[config.mk]
export PLATFORM = sky130hd
export DESIGN_NAME = norm_32_flat
export DESIGN_NICKNAME = d
export VERILOG_FILES = /design/src/rtl/norm_32_if.sv /design/src/rtl/norm_32.sv /design/src/flat_wrapper.sv
export SDC_FILE = /design/constraint.sdc
export NUM_CORES = 1
export LEC_CHECK = 0
export ABC_CLOCK_PERIOD_IN_PS = 10700
export CORE_MARGIN = 3
export CORE_UTILIZATION = 62
export DETAILED_ROUTE_END_ITERATION = 7
export GPL_TIMING_DRIVEN = 0
export PLACE_DENSITY = 0.87
export SLEW_MARGIN = 30
export SYNTH_ARGS = -nofsm -noshare
export SYNTH_HDL_FRONTEND = slang
export SYNTH_SLANG_ARGS = --single-unit
[constraint.sdc]
create_clock -name clk -period 10.7 [get_ports clk]
set_input_delay 1.07 -clock clk [delete_from_list [all_inputs] [get_ports clk]]
set_output_delay 1.07 -clock clk [all_outputs]
set_load 0.02 [all_outputs]
[src/rtl/norm_32_if.sv]
// norm_32_if: operand/result handshake bundle for the 32-bit normalizer.
// Ports: in_valid/in_ready/a/arith carry the operand, and out_valid/out_ready/q/cnt/z carry the result.
// Optional: NORM32_FLUSH_EN adds a synchronous flush driven by the master side.
interface norm_32_if;
  logic        in_valid;
  logic        in_ready;
  logic [31:0] a;
  logic        arith;
  logic        out_valid;
  logic        out_ready;
  logic [31:0] q;
  logic [5:0]  cnt;
  logic        z;
`ifdef NORM32_FLUSH_EN
  logic        flush;

  modport master (output in_valid, a, arith, out_ready, flush,
                  input  in_ready, out_valid, q, cnt, z);
  modport slave  (input  in_valid, a, arith, out_ready, flush,
                  output in_ready, out_valid, q, cnt, z);
`else
  modport master (output in_valid, a, arith, out_ready,
                  input  in_ready, out_valid, q, cnt, z);
  modport slave  (input  in_valid, a, arith, out_ready,
                  output in_ready, out_valid, q, cnt, z);
`endif
endinterface

[src/rtl/norm_32.sv]
// norm_32: multi-cycle normalizer that returns the leading-zero count (logical) or the redundant-sign-bit count (arith) and the operand shifted left by that count.
// Latency: accept edge, then 5 binary-search step edges, then the result is held in DONE until out_ready is high. Accepts are at least 7 cycles apart.
// Ports: clk, rst (async, active-high), bus (norm_32_if.slave). Optional macro NORM32_FLUSH_EN enables bus.flush to abort RUN/DONE.
module norm_32 (
  input  logic       clk,
  input  logic       rst,
  norm_32_if.slave   bus
);

  typedef enum logic [1:0] {IDLE, RUN, DONE} state_t;

  state_t      state_q, state_d;
  logic [31:0] v_q, v_d;         // working value, shifted in place
  logic [5:0]  wcnt_q, wcnt_d;   // running shift sum
  logic        wz_q, wz_d;       // operand was zero
  logic        arith_q, arith_d;
  logic [2:0]  step_q, step_d;   // shift this step = 2^step
  logic [31:0] q_q, q_d;         // published result, only updated on entering DONE
  logic [5:0]  cnt_q, cnt_d;
  logic        z_q, z_d;

  logic        flush_w;
  logic [5:0]  s;
  logic [31:0] mask_lz, mask_sg;
  logic        take;

`ifdef NORM32_FLUSH_EN
  assign flush_w = bus.flush;
`else
  assign flush_w = 1'b0;
`endif

  // Top s bits for the zero test, and top s+1 bits for the sign-run test
  // (the surviving bit must still equal the sign bits being shifted out).
  assign s       = 6'd1 << step_q;
  assign mask_lz = ~(32'hFFFF_FFFF >> s);
  assign mask_sg = ~(32'hFFFF_FFFF >> (s + 6'd1));
  assign take    = arith_q ? (((v_q & mask_sg) == 32'd0) || ((v_q & mask_sg) == mask_sg))
                           : ((v_q & mask_lz) == 32'd0);

  always_comb begin
    state_d = state_q;
    v_d     = v_q;
    wcnt_d  = wcnt_q;
    wz_d    = wz_q;
    arith_d = arith_q;
    step_d  = step_q;
    q_d     = q_q;
    cnt_d   = cnt_q;
    z_d     = z_q;
    case (state_q)
      IDLE: begin
        // A flush in IDLE also blocks acceptance during that cycle.
        if (bus.in_valid && !flush_w) begin
          v_d     = bus.a;
          arith_d = bus.arith;
          wcnt_d  = 6'd0;
          wz_d    = (bus.a == 32'd0);
          step_d  = 3'd4;
          state_d = RUN;
        end
      end
      RUN: begin
        if (flush_w) begin
          state_d = IDLE;
        end else begin
          if (take) begin
            v_d    = v_q << s;
            wcnt_d = wcnt_q + s;
          end
          if (step_q == 3'd0) begin
            state_d = DONE;
            z_d     = wz_q;
            // A logical zero operand sums to 31. It reports the full width.
            if (!arith_q && wz_q) begin
              q_d   = 32'd0;
              cnt_d = 6'd32;
            end else begin
              q_d   = v_d;
              cnt_d = wcnt_d;
            end
          end else begin
            step_d = step_q - 3'd1;
          end
        end
      end
      DONE: begin
        // A flush takes priority. The result counts as undelivered.
        if (flush_w || bus.out_ready) state_d = IDLE;
      end
      default: state_d = IDLE;
    endcase
  end

  always_ff @(posedge clk or posedge rst) begin
    if (rst) begin
      state_q <= IDLE;
      v_q     <= 32'd0;
      wcnt_q  <= 6'd0;
      wz_q    <= 1'b0;
      arith_q <= 1'b0;
      step_q  <= 3'd0;
      q_q     <= 32'd0;
      cnt_q   <= 6'd0;
      z_q     <= 1'b0;
    end else begin
      state_q <= state_d;
      v_q     <= v_d;
      wcnt_q  <= wcnt_d;
      wz_q    <= wz_d;
      arith_q <= arith_d;
      step_q  <= step_d;
      q_q     <= q_d;
      cnt_q   <= cnt_d;
      z_q     <= z_d;
    end
  end

  assign bus.in_ready  = (state_q == IDLE);
  assign bus.out_valid = (state_q == DONE);
  assign bus.q         = q_q;
  assign bus.cnt       = cnt_q;
  assign bus.z         = z_q;

endmodule
[src/flat_wrapper.sv]
// flat-port wrapper written by rule: the top's interface ports become plain ports
module norm_32_flat 
  (clk, rst, bus_in_valid, bus_a, bus_arith, bus_out_ready, bus_in_ready, bus_out_valid, bus_q, bus_cnt, bus_z);
  norm_32_if bus_i ();
  input  logic clk;
  input  logic rst;
  input wire logic [$bits(bus_i.in_valid)-1:0] bus_in_valid;
  input wire logic [$bits(bus_i.a)-1:0] bus_a;
  input wire logic [$bits(bus_i.arith)-1:0] bus_arith;
  input wire logic [$bits(bus_i.out_ready)-1:0] bus_out_ready;
  output wire logic [$bits(bus_i.in_ready)-1:0] bus_in_ready;
  output wire logic [$bits(bus_i.out_valid)-1:0] bus_out_valid;
  output wire logic [$bits(bus_i.q)-1:0] bus_q;
  output wire logic [$bits(bus_i.cnt)-1:0] bus_cnt;
  output wire logic [$bits(bus_i.z)-1:0] bus_z;
  assign bus_i.in_valid = bus_in_valid;
  assign bus_i.a = bus_a;
  assign bus_i.arith = bus_arith;
  assign bus_i.out_ready = bus_out_ready;
  assign bus_in_ready = bus_i.in_ready;
  assign bus_out_valid = bus_i.out_valid;
  assign bus_q = bus_i.q;
  assign bus_cnt = bus_i.cnt;
  assign bus_z = bus_i.z;
  norm_32 u_core (.clk(clk), .rst(rst), .bus(bus_i));
endmodule
==> results of run 1 <==
==> kinds of logic after synthesis <==
group,Yosys count
and+or+nand+nor,283
AOI/OAI and AO/OA,208
buffers and inverters,99
DFF,84
muxes,77
adders and majority gates,20
xor gates and xnor gates,4
==> flip-flops by register name, indices dropped and copies added (netlist names) <==
register and cells:
u_core.step_q 3, u_core.arith_q 1, u_core.wz_q 1, u_core.state_q 2
u_core.bus.q 32, u_core.bus.cnt 6, u_core.v_q 32, u_core.wcnt_q 6
u_core.bus.z 1
==> worst register-to-register path, delay by kind of cell (launching register included) <==
family,cells,cell delay [ns]
adder cells (fa/ha/maj),2,0.84
multiplexers,1,0.32
AND/OR/NAND/NOR,3,0.69
flip-flops,1,0.40
AO/OA/AOI/OAI,4,1.00
buffers and inverters,9,2.02
==> metal layers <==
metal / vias to the layer above / global-route usage, % / part of all wire, %
met5: - / 0 / 0
met4: 0 / 20.9 / 6.0
met3: 146 / 14.1 / 14
met2: 702 / 65.3 / 43
met1: 3534 / 54.9 / 36
li1: 3119 / - / -
==> worst paths after layout <==
check                                 startpoint               end  slack (ns)
worst max-delay path            u_core.step_q[2]     u_core.v_q[2]        5.30
worst min-delay path            u_core.bus.q[27]  u_core.bus.q[27]        0.49
worst max register to register  u_core.step_q[2]     u_core.v_q[2]        5.30
worst min register to register  u_core.bus.q[27]  u_core.bus.q[27]        0.49
max in group asynchronous                    rst  u_core.bus.q[21]        9.10
min in group asynchronous                    rst     u_core.v_q[1]        1.01
==> layout make-up <==
type / count / area (um2)
multi-input combinational: 592 / 4220
sequential: 84 / 2100
clock inverter: 7 / 81.3
inverter: 23 / 93.8
fill: 757 / 2520
timing repair buffer: 78 / 798
clock buffer: 9 / 124
tap: 136 / 170
buffer: 76 / 360
==> placed cells by master, fill, tap and decap left out, drive strengths merged, types with 5 or more instances in the layout <==
cell type	n
nand4	7
dfrtp	84
o31ai	8
a32o	7
a31oi	7
clkdlybuf4s50	77
a211oi	6
a21oi	38
nor4	19
o221a	10
nand3	82
nor3	9
and2	8
nor2	35
ha	18
o22ai	13
a221o	8
buf	29
nand2	75
clkbuf	57
o311ai	7
a22o	12
a221oi	5
a32oi	7
o21ai	36
nand2b	20
mux2i	59
a22oi	6
nor2b	11
mux4	13
mux2	5
o211ai	8
inv	27
==> power by group <==
group / internal, mW / switching, mW / leakage (nW)
combinational: 0.762 / 1.34 / 2.28
sequential: 0.454 / 0.135 / 1.05
clock: 0.112 / 0.138 / 0.107
==> results.toml, run 1 <==
[layout]
nNetsFinal = 920
n_antenna_cell = 0
final_util_pct = 75.9
drive_above_1_share_pct = 9.90
fin_cells = 1005
area_growth_pct = 17.4
post-route-cell-area_um2 = 7950

[critical_path]
crit_path_max_incr_delay_ns = 0.45
reg2reg_depth = 19
worstPathMaxFanout = 11
cp_cell_sequence = "buf_6, buf_2, inv_1, ha_1, clkbuf_1, inv_2, buf_2, buf_1, ha_1, o21ai_0, nand2_1, a2111oi_2, o311ai_1, nor4_4, or3_4, buf_6, buf_6, mux2i_1, a21oi_1"
critPathBufInv = 9
path_common_cell = "buf_6"
critical-path-top-delay-family = "buffers and inverters"
startpoint_type = "flop"
critical_path.slowest_cell = "a2111oi_2"
path_class = "reg2reg"
worstSetupEndpointType = "flop"
crit_cells = 19
cp.arrival_ns = 5.63
critical_path_required_ns = 10.94

[floorplan]
io_pins = 78
core.rowCount = 37
die-area_um2 = 12200
die_w_um = 110
coreArea_um2 = 10500
die_h_um = 110
start_util_pct = 64.7

[sta]
period_share_pct = 50.4
rsz0062_at_grt = "no"
fmax_ghz = 0.185
worst_slack_ns = 5.30
slew_violations = 0
worst_slew_pin_slew_ns = 1.03
hold_slack_ns = 0.485
hold_viol_final = 0
setup_viol = 0
min_period_ns = 5.40
fin_setup_tns_ns = 0
slew_headroom_pct = 31.0
skew_ns = 0.0144

[grt]
grt_pass1_vias = 7225
grt_pass1_wl_mm = 41.1
grt_usage_pct = 42.8
antenna_found_initial = 0
grt-ovfl-total = 0
grt_max_degree = 61

[placed_design]
dp_slack_ns = 5.48
gp_congestion = 1.17
place_area_um2 = 7740
io_buffers = 77
dp_hpwl_mm = 20.1
dp.cells = 989

[clock_network]
cts_htree_levels = 3
cts.sinks = 84
clkTransAtPathRegs_ns = 0.10
worstSkewPairLatency_ns = 0.39
cts_hold_buf = 0
cts_buffer_depth = 2
postCtsResizedCells = 0
cts_tree = "yes"
cts_buffers = 9
cts_root_buffer = "clkbuf_8"
postCtsSetupBuffers = 0

[yosys]
synth_area_um2 = 6770
synthCells = 775
synthAdderAreaFrac_pct = 3.77
synth-xor-area-share_pct = 0.518
syn_area_per_cell_um2 = 8.73
synthSimpleGateAreaFrac_pct = 21.1
synth-seq-area-share_pct = 31.1
synth_edf_count = 0
ys_ff_latch = 84
synth_commonest_cells = "dfrtp_1 (84), nand3_1 (82), nand2_1 (75)"
synth_compound_area_share_pct = 22.8
yosysTopAreaCellShare_pct = 31.1
synth_area_leader_cell = "dfrtp_1"
yosysUniqueCellTypes = 79
ys.flop_type = "dfrtp_1"
synthArstFlopShare_pct = 100
muxShareOfSynthArea_pct = 14.1
synth.area.top_cells = "dfrtp_1 (31%), mux2i_1 (8.6%), nand3_1 (6.1%)"
yosys_warnings = 0
synth.most_common_cell = "dfrtp_1"
syn-num-nets = 831
synth_top_family_by_area = "compound AO/OA/AOI/OAI gates"

[routing]
vias = 7501
drt-vias-per-instance = 7.46
drc = 0
first_iter_violations = 1398
wl_per_cell_um = 26.6
final_antenna_net_count = 0
first_pass_iters = 6
drt_wl_total_mm = 26.7

[power]
power_density_nw_per_um2 = 371
peakVddDrop_mv = 0.241
total_power_mw = 2.94
p_leak_nw = 3.43

[flow_run]
cap_violations = 0

[worst_hold_path]
min_path_cells = 2
holdCritPathClass = "reg2reg"

[outcome]
status = "finished clean"
No activity file was read; power rests on OpenSTA's default activity.
==> run 2: changes to the inputs <==
Settings changed: ABC_CLOCK_PERIOD_IN_PS 10700 to 4710, CORE_UTILIZATION 62 to 52, PLACE_DENSITY 0.87 to 0.78.
Clock period 10.7 ns to 4.71 ns, I/O delays scaled along.
==> results.toml, run 2 (same netlist as run 1, synthesis figures left out) <==
[critical_path]
critPathBufInv = 7
critical-path-top-delay-family = "buffers and inverters"
startpoint_type = "flop"
worstPathMaxFanout = 12
cp_cell_sequence = "inv_1, ha_1, buf_2, nor2b_2, buf_6, ha_2, inv_1, ha_1, clkbuf_1, o21ai_0, nand2_1, a2111oi_4, o311ai_2, nor4_4, or3_4, buf_6, buf_6, mux2i_1, a21oi_1"
reg2reg_slack_ns = 0.15
critPathLaunch = "u_core.step_q[1]"
crit_path_max_incr_delay_ns = 0.42
path_class = "reg2reg"
critical_path_required_ns = 4.92
reg2reg_depth = 19
crit_cells = 19
r2r_end = "u_core.v_q[2]"
worstSetupEndpointType = "flop"
rr_startpoint = "u_core.step_q[1]"
path_common_cell = "buf_6"
critical_path.slowest_cell = "dfrtp_1"
cp.arrival_ns = 4.77

[clock_network]
cts.sinks = 84
cts_hold_buf = 0
cts_buffers = 9
cts_buffer_depth = 2
clkTransAtPathRegs_ns = 0.07
cts_tree = "yes"
cts_root_buffer = "clkbuf_16"
cts_htree_levels = 3
worstSkewPairLatency_ns = 0.36

[outcome]
status = "finished clean"

[sta]
min_period_ns = 4.56
period_share_pct = 96.9
skew_ns = 0.0137
fmax_ghz = 0.219
hold_slack_ns = 0.439
hold_viol_final = 0
worst_slack_ns = 0.148
worst_slew_pin_slew_ns = 0.914
setup_viol = 0
slew_violations = 0
slew_headroom_pct = 39.0

[floorplan]
die_h_um = 120
core.rowCount = 41
start_util_pct = 53.4
coreArea_um2 = 12700
die_w_um = 120
io_pins = 78
die-area_um2 = 14400

[layout]
nNetsFinal = 920
layout_common_cells = "dfrtp_1 (84), nand3_1 (82), clkdlybuf4s50_1 (77), nand2_1 (75), mux2i_1 (58)"
num-fill-cells = 1038
n_antenna_cell = 0
drive_above_1_share_pct = 11.4
final_util_pct = 64.4
final_common_cell = "dfrtp_1"
area_growth_pct = 20.6

[grt]
antenna_found_initial = 1
grt_pass1_vias = 7346
grt_usage_pct = 40.8
grt_pass1_wl_mm = 44.3
grt-ovfl-total = 0
grt_max_degree = 59

[worst_hold_path]
holdCritPathClass = "in2async"

[placed_design]
io_buffers = 77
gp_congestion = 1.04
dp_hpwl_mm = 22.3
dp_slack_ns = -0.575

[routing]
drc = 0
wl_per_cell_um = 28.5
drt-vias-per-instance = 7.40
first_pass_iters = 6
vias = 7699
first_iter_violations = 1479
final_antenna_net_count = 0
drt_wl_total_mm = 29.7

[power]
power_density_nw_per_um2 = 867
p_leak_nw = 3.48
peakVddDrop_mv = 0.470

[flow_run]
cap_violations = 0
==> run 2: area by class of cell <==
type	count	area, um2	area share, %
clock inverter	7	76.3	0.935
sequential	84	2100	25.8
timing repair buffer	82	828	10.2
multi-input combinational	592	4260	52.2
inverter	23	100	1.23
clock buffer	9	225	2.76
tap	172	215	2.64
buffer	72	355	4.35
==> run 2: metrics by stage <==
stage	instance area [um2]	cells	setup TNS [ns]	power, mW
after floorplan	6770	775	0	4.32
after global placement	7750	1024	-30.40	5.92
after detailed placement	7780	1025	-33.40	6.04
after CTS	8090	1039	0	6.80
after global routing	8160	1041	-0.00287	7.34
final	8160	1041	0	7.08
==> run 2: metal layers <==
layer  up-vias  global-route usage (%)  part of all wire [%]
li1       3121                       -                     -
met1      3641                    53.3                    37
met2       747                    60.8                    43
met3       188                    10.3                    14
met4         2                    24.8                   7.0
met5         -                       0                 0.037
==> run 2: worst max path at each step <==
| stage | to | slack (ns) |
|---|---|---|
| 6_report | u_core.v_q[2] | 0.15 |
| 5_1_grt | u_core.v_q[2] | -0.003 |
| 4_1_cts | u_core.v_q[2] | 0.005 |
| 3_5_place_dp | u_core.v_q[2] | -0.57 |
| 3_3_place_gp | u_core.v_q[2] | -0.52 |
| 2_1_floorplan | u_core.v_q[2] | 0.60 |
==> run 2: report_power, final <==
group | internal, mW | leakage [nW] | switching, mW
Clock | 0.378 | 0.149 | 0.355
Sequential | 1.03 | 1.05 | 0.309
Combinational | 1.76 | 2.28 | 3.24
==> run 2: timing repair <==
| item | CTS | global route |
|---|---|---|
| gates resized for setup | 4 | 11 |
| pin swaps | 0 | 1 |
| setup endpoints to repair | 76 | 76 |
| setup buffers | 0 | 4 |
==> run 2: worst register-to-register path, delay by kind of cell (launching register included) <==
kind,cells,cell delay (ns)
buf+inv,7,1.19
compound gates,4,0.92
simple gates,4,0.82
fa+ha+maj,3,0.77
flops,1,0.42
mux,1,0.30
==> run 3: changes to the inputs <==
Settings changed: ABC_AREA set to 1, CAP_MARGIN set to 10, CTS_CLUSTER_DIAMETER set to 50.
==> results.toml, run 3 <==
[clock_network]
cts_root_buffer = "clkbuf_16"
cts_tree = "yes"
cts_htree_levels = 3
cts_buffer_depth = 2
cts_hold_buf = 0
cts.sinks = 84
cts_buffers = 9
clkTransAtPathRegs_ns = 0.06
worstSkewPairLatency_ns = 0.34

[routing]
drt-vias-per-instance = 5.64
final_antenna_net_count = 0
vias = 7989
first_iter_violations = 933
drc = 0
first_pass_iters = 5
drt_wl_total_mm = 24.9
wl_per_cell_um = 17.6

[yosys]
yosysUniqueCellTypes = 43
yosysTopAreaCellShare_pct = 30.2
synth.area.top_cells = "dfrtp_1 (30%), nand2_1 (26%), nand3_1 (7.6%)"
synth_commonest_cells = "nand2_1 (475), nor2_1 (115), nand3_1 (105)"
ys.flop_type = "dfrtp_1"
yosys_warnings = 0
syn-num-nets = 1209
synthArstFlopShare_pct = 100
synth_area_um2 = 6950
syn_area_per_cell_um2 = 6.03
synth_edf_count = 0
synthCells = 1153
synth_area_leader_cell = "dfrtp_1"
synth.most_common_cell = "nand2_1"
synth-seq-area-share_pct = 30.2
ys_ff_latch = 84

[layout]
multi_input_area_um2 = 4220
nNetsFinal = 1296
num-fill-cells = 1253
final-seq-area_um2 = 2100
n_antenna_cell = 0
final_common_cell = "nand2_1"
layout_common_cells = "nand2_1 (475), nor2_1 (115), nand3_1 (105), o21ai_0 (92), dfrtp_1 (84)"
area_growth_pct = 19.2
drive_above_1_share_pct = 5.31

[grt]
grtUsageMet3_pct = 5.20
grt_pass1_wl_mm = 39.2
use_met1_pct = 45.4
grt_max_degree = 44
met2_usage_pct = 55.1
gr-max-usage-layer = "met2"
grt_pass1_vias = 7462
grt-ovfl-total = 0
grt_usage_pct = 34.1
antenna_found_initial = 0

[sta]
slew_violations = 0
min_period_ns = 4.35
setup_viol = 0
rsz0062_at_grt = "no"
hold_viol_final = 0
skew_ns = 0.00691
worst_slew_pin_slew_ns = 0.643
fin_setup_tns_ns = 0
period_share_pct = 92.4
fmax_ghz = 0.230
slew_headroom_pct = 57.1

[floorplan]
die-area_um2 = 14800
start_util_pct = 54.2
io_pins = 78
die_w_um = 122
die_h_um = 122
core.rowCount = 41
coreArea_um2 = 12800

[critical_path]
critical_path_required_ns = 4.95
cp.arrival_ns = 4.59
worstPathMaxFanout = 10
worstSetupEndpointType = "flop"
startpoint_type = "flop"
path_class = "reg2reg"

[worst_hold_path]
holdCritPathClass = "reg2reg"

[placed_design]
io_buffers = 77
gp_congestion = 1.05
dp_hpwl_mm = 19.7

[outcome]
status = "finished clean"

[flow_run]
cap_violations = 0
==> run 3: repair_timing <==
item | CTS | global route
endpoints found under the setup margin | 0 | 76
buffers inserted | 0 | 0
gates resized for setup | 0 | 5
==> run 3: layout make-up <==
cell class                 instances  area share (%)
timing repair buffer              78            9.54
multi-input combinational        915            50.9
clock buffer                      10            2.88
sequential                        84            25.4
clock inverter                     5            1.03
buffer                            57            3.22
tap                              172            2.60
inverter                          95            4.49
==> run 3: per-stage QoR <==
stage	area (um2)	util [%]	hold slack [ns]	setup WS [ns]	cells
after floorplan	6950	-	0.452	1.29	1153
after global placement	7940	61.9	0.463	0.217	1402
after detailed placement	7960	62.1	0.464	0.116	1403
after CTS	8290	64.6	0.482	0.0931	1418
after global routing	8290	64.6	0.495	0.0744	1416
final	8290	64.6	0.477	0.356	1416
==> run 3: final timing paths <==
kind	start	depth (start not counted)	slack, ns	endpoint
setup reg to reg	u_core.step_q[0]	26	0.36	u_core.v_q[2]
hold reg to reg	u_core.bus.q[29]	2	0.48	u_core.bus.q[29]
setup / recovery	u_core.step_q[0]	26	0.36	u_core.v_q[2]
max in group asynchronous	rst	3	3.64	u_core.wcnt_q[4]
min in group asynchronous	rst	2	0.51	u_core.bus.q[19]
hold / removal	u_core.bus.q[29]	2	0.48	u_core.bus.q[29]
==> run 3: cell families after synthesis <==
kind of cell | after synthesis | share of synthesized area (%)
adder cells (fa/ha/maj) | 19 | 3.53
AND/OR/NAND/NOR | 737 | 43.5
multiplexers | 8 | 1.17
buffers and inverters | 154 | 9.13
XOR/XNOR | 5 | 0.630
AO/OA/AOI/OAI | 146 | 11.8
flip-flops | 84 | 30.2
==> run 3: routing by layer <==
layer | part of all wire (%) | vias up
met5 | 0 | -
met4 | 4.6 | 0
met3 | 8.1 | 78
met2 | 46 | 394
met1 | 42 | 3665
li1 | - | 3852
==> run 3: critical path, cell delays in order, from the launching register on <==
cell and delay, ns:
dfrtp_1 0.42, inv_1 0.09, ha_1 0.24, inv_1 0.17, nor2_1 0.12, inv_1 0.17
clkbuf_1 0.36, buf_1 0.45, ha_1 0.37, nor2_1 0.31, inv_1 0.08, nand3_1 0.09
nand2_1 0.06, nand2_1 0.05, nand2_1 0.05, nor2_1 0.09, nand2_1 0.07, nor2_1 0.10
nand2_1 0.07, nand3_2 0.17, nand2_2 0.11, buf_6 0.17, buf_6 0.15, nand2_2 0.06
nand3_1 0.08, nand2_1 0.08, nand2_1 0.05
Power of run 3 is left out: the tool's default activity adds up to more than one toggle a clock period on the data nets, which glitch-free logic cannot reach.
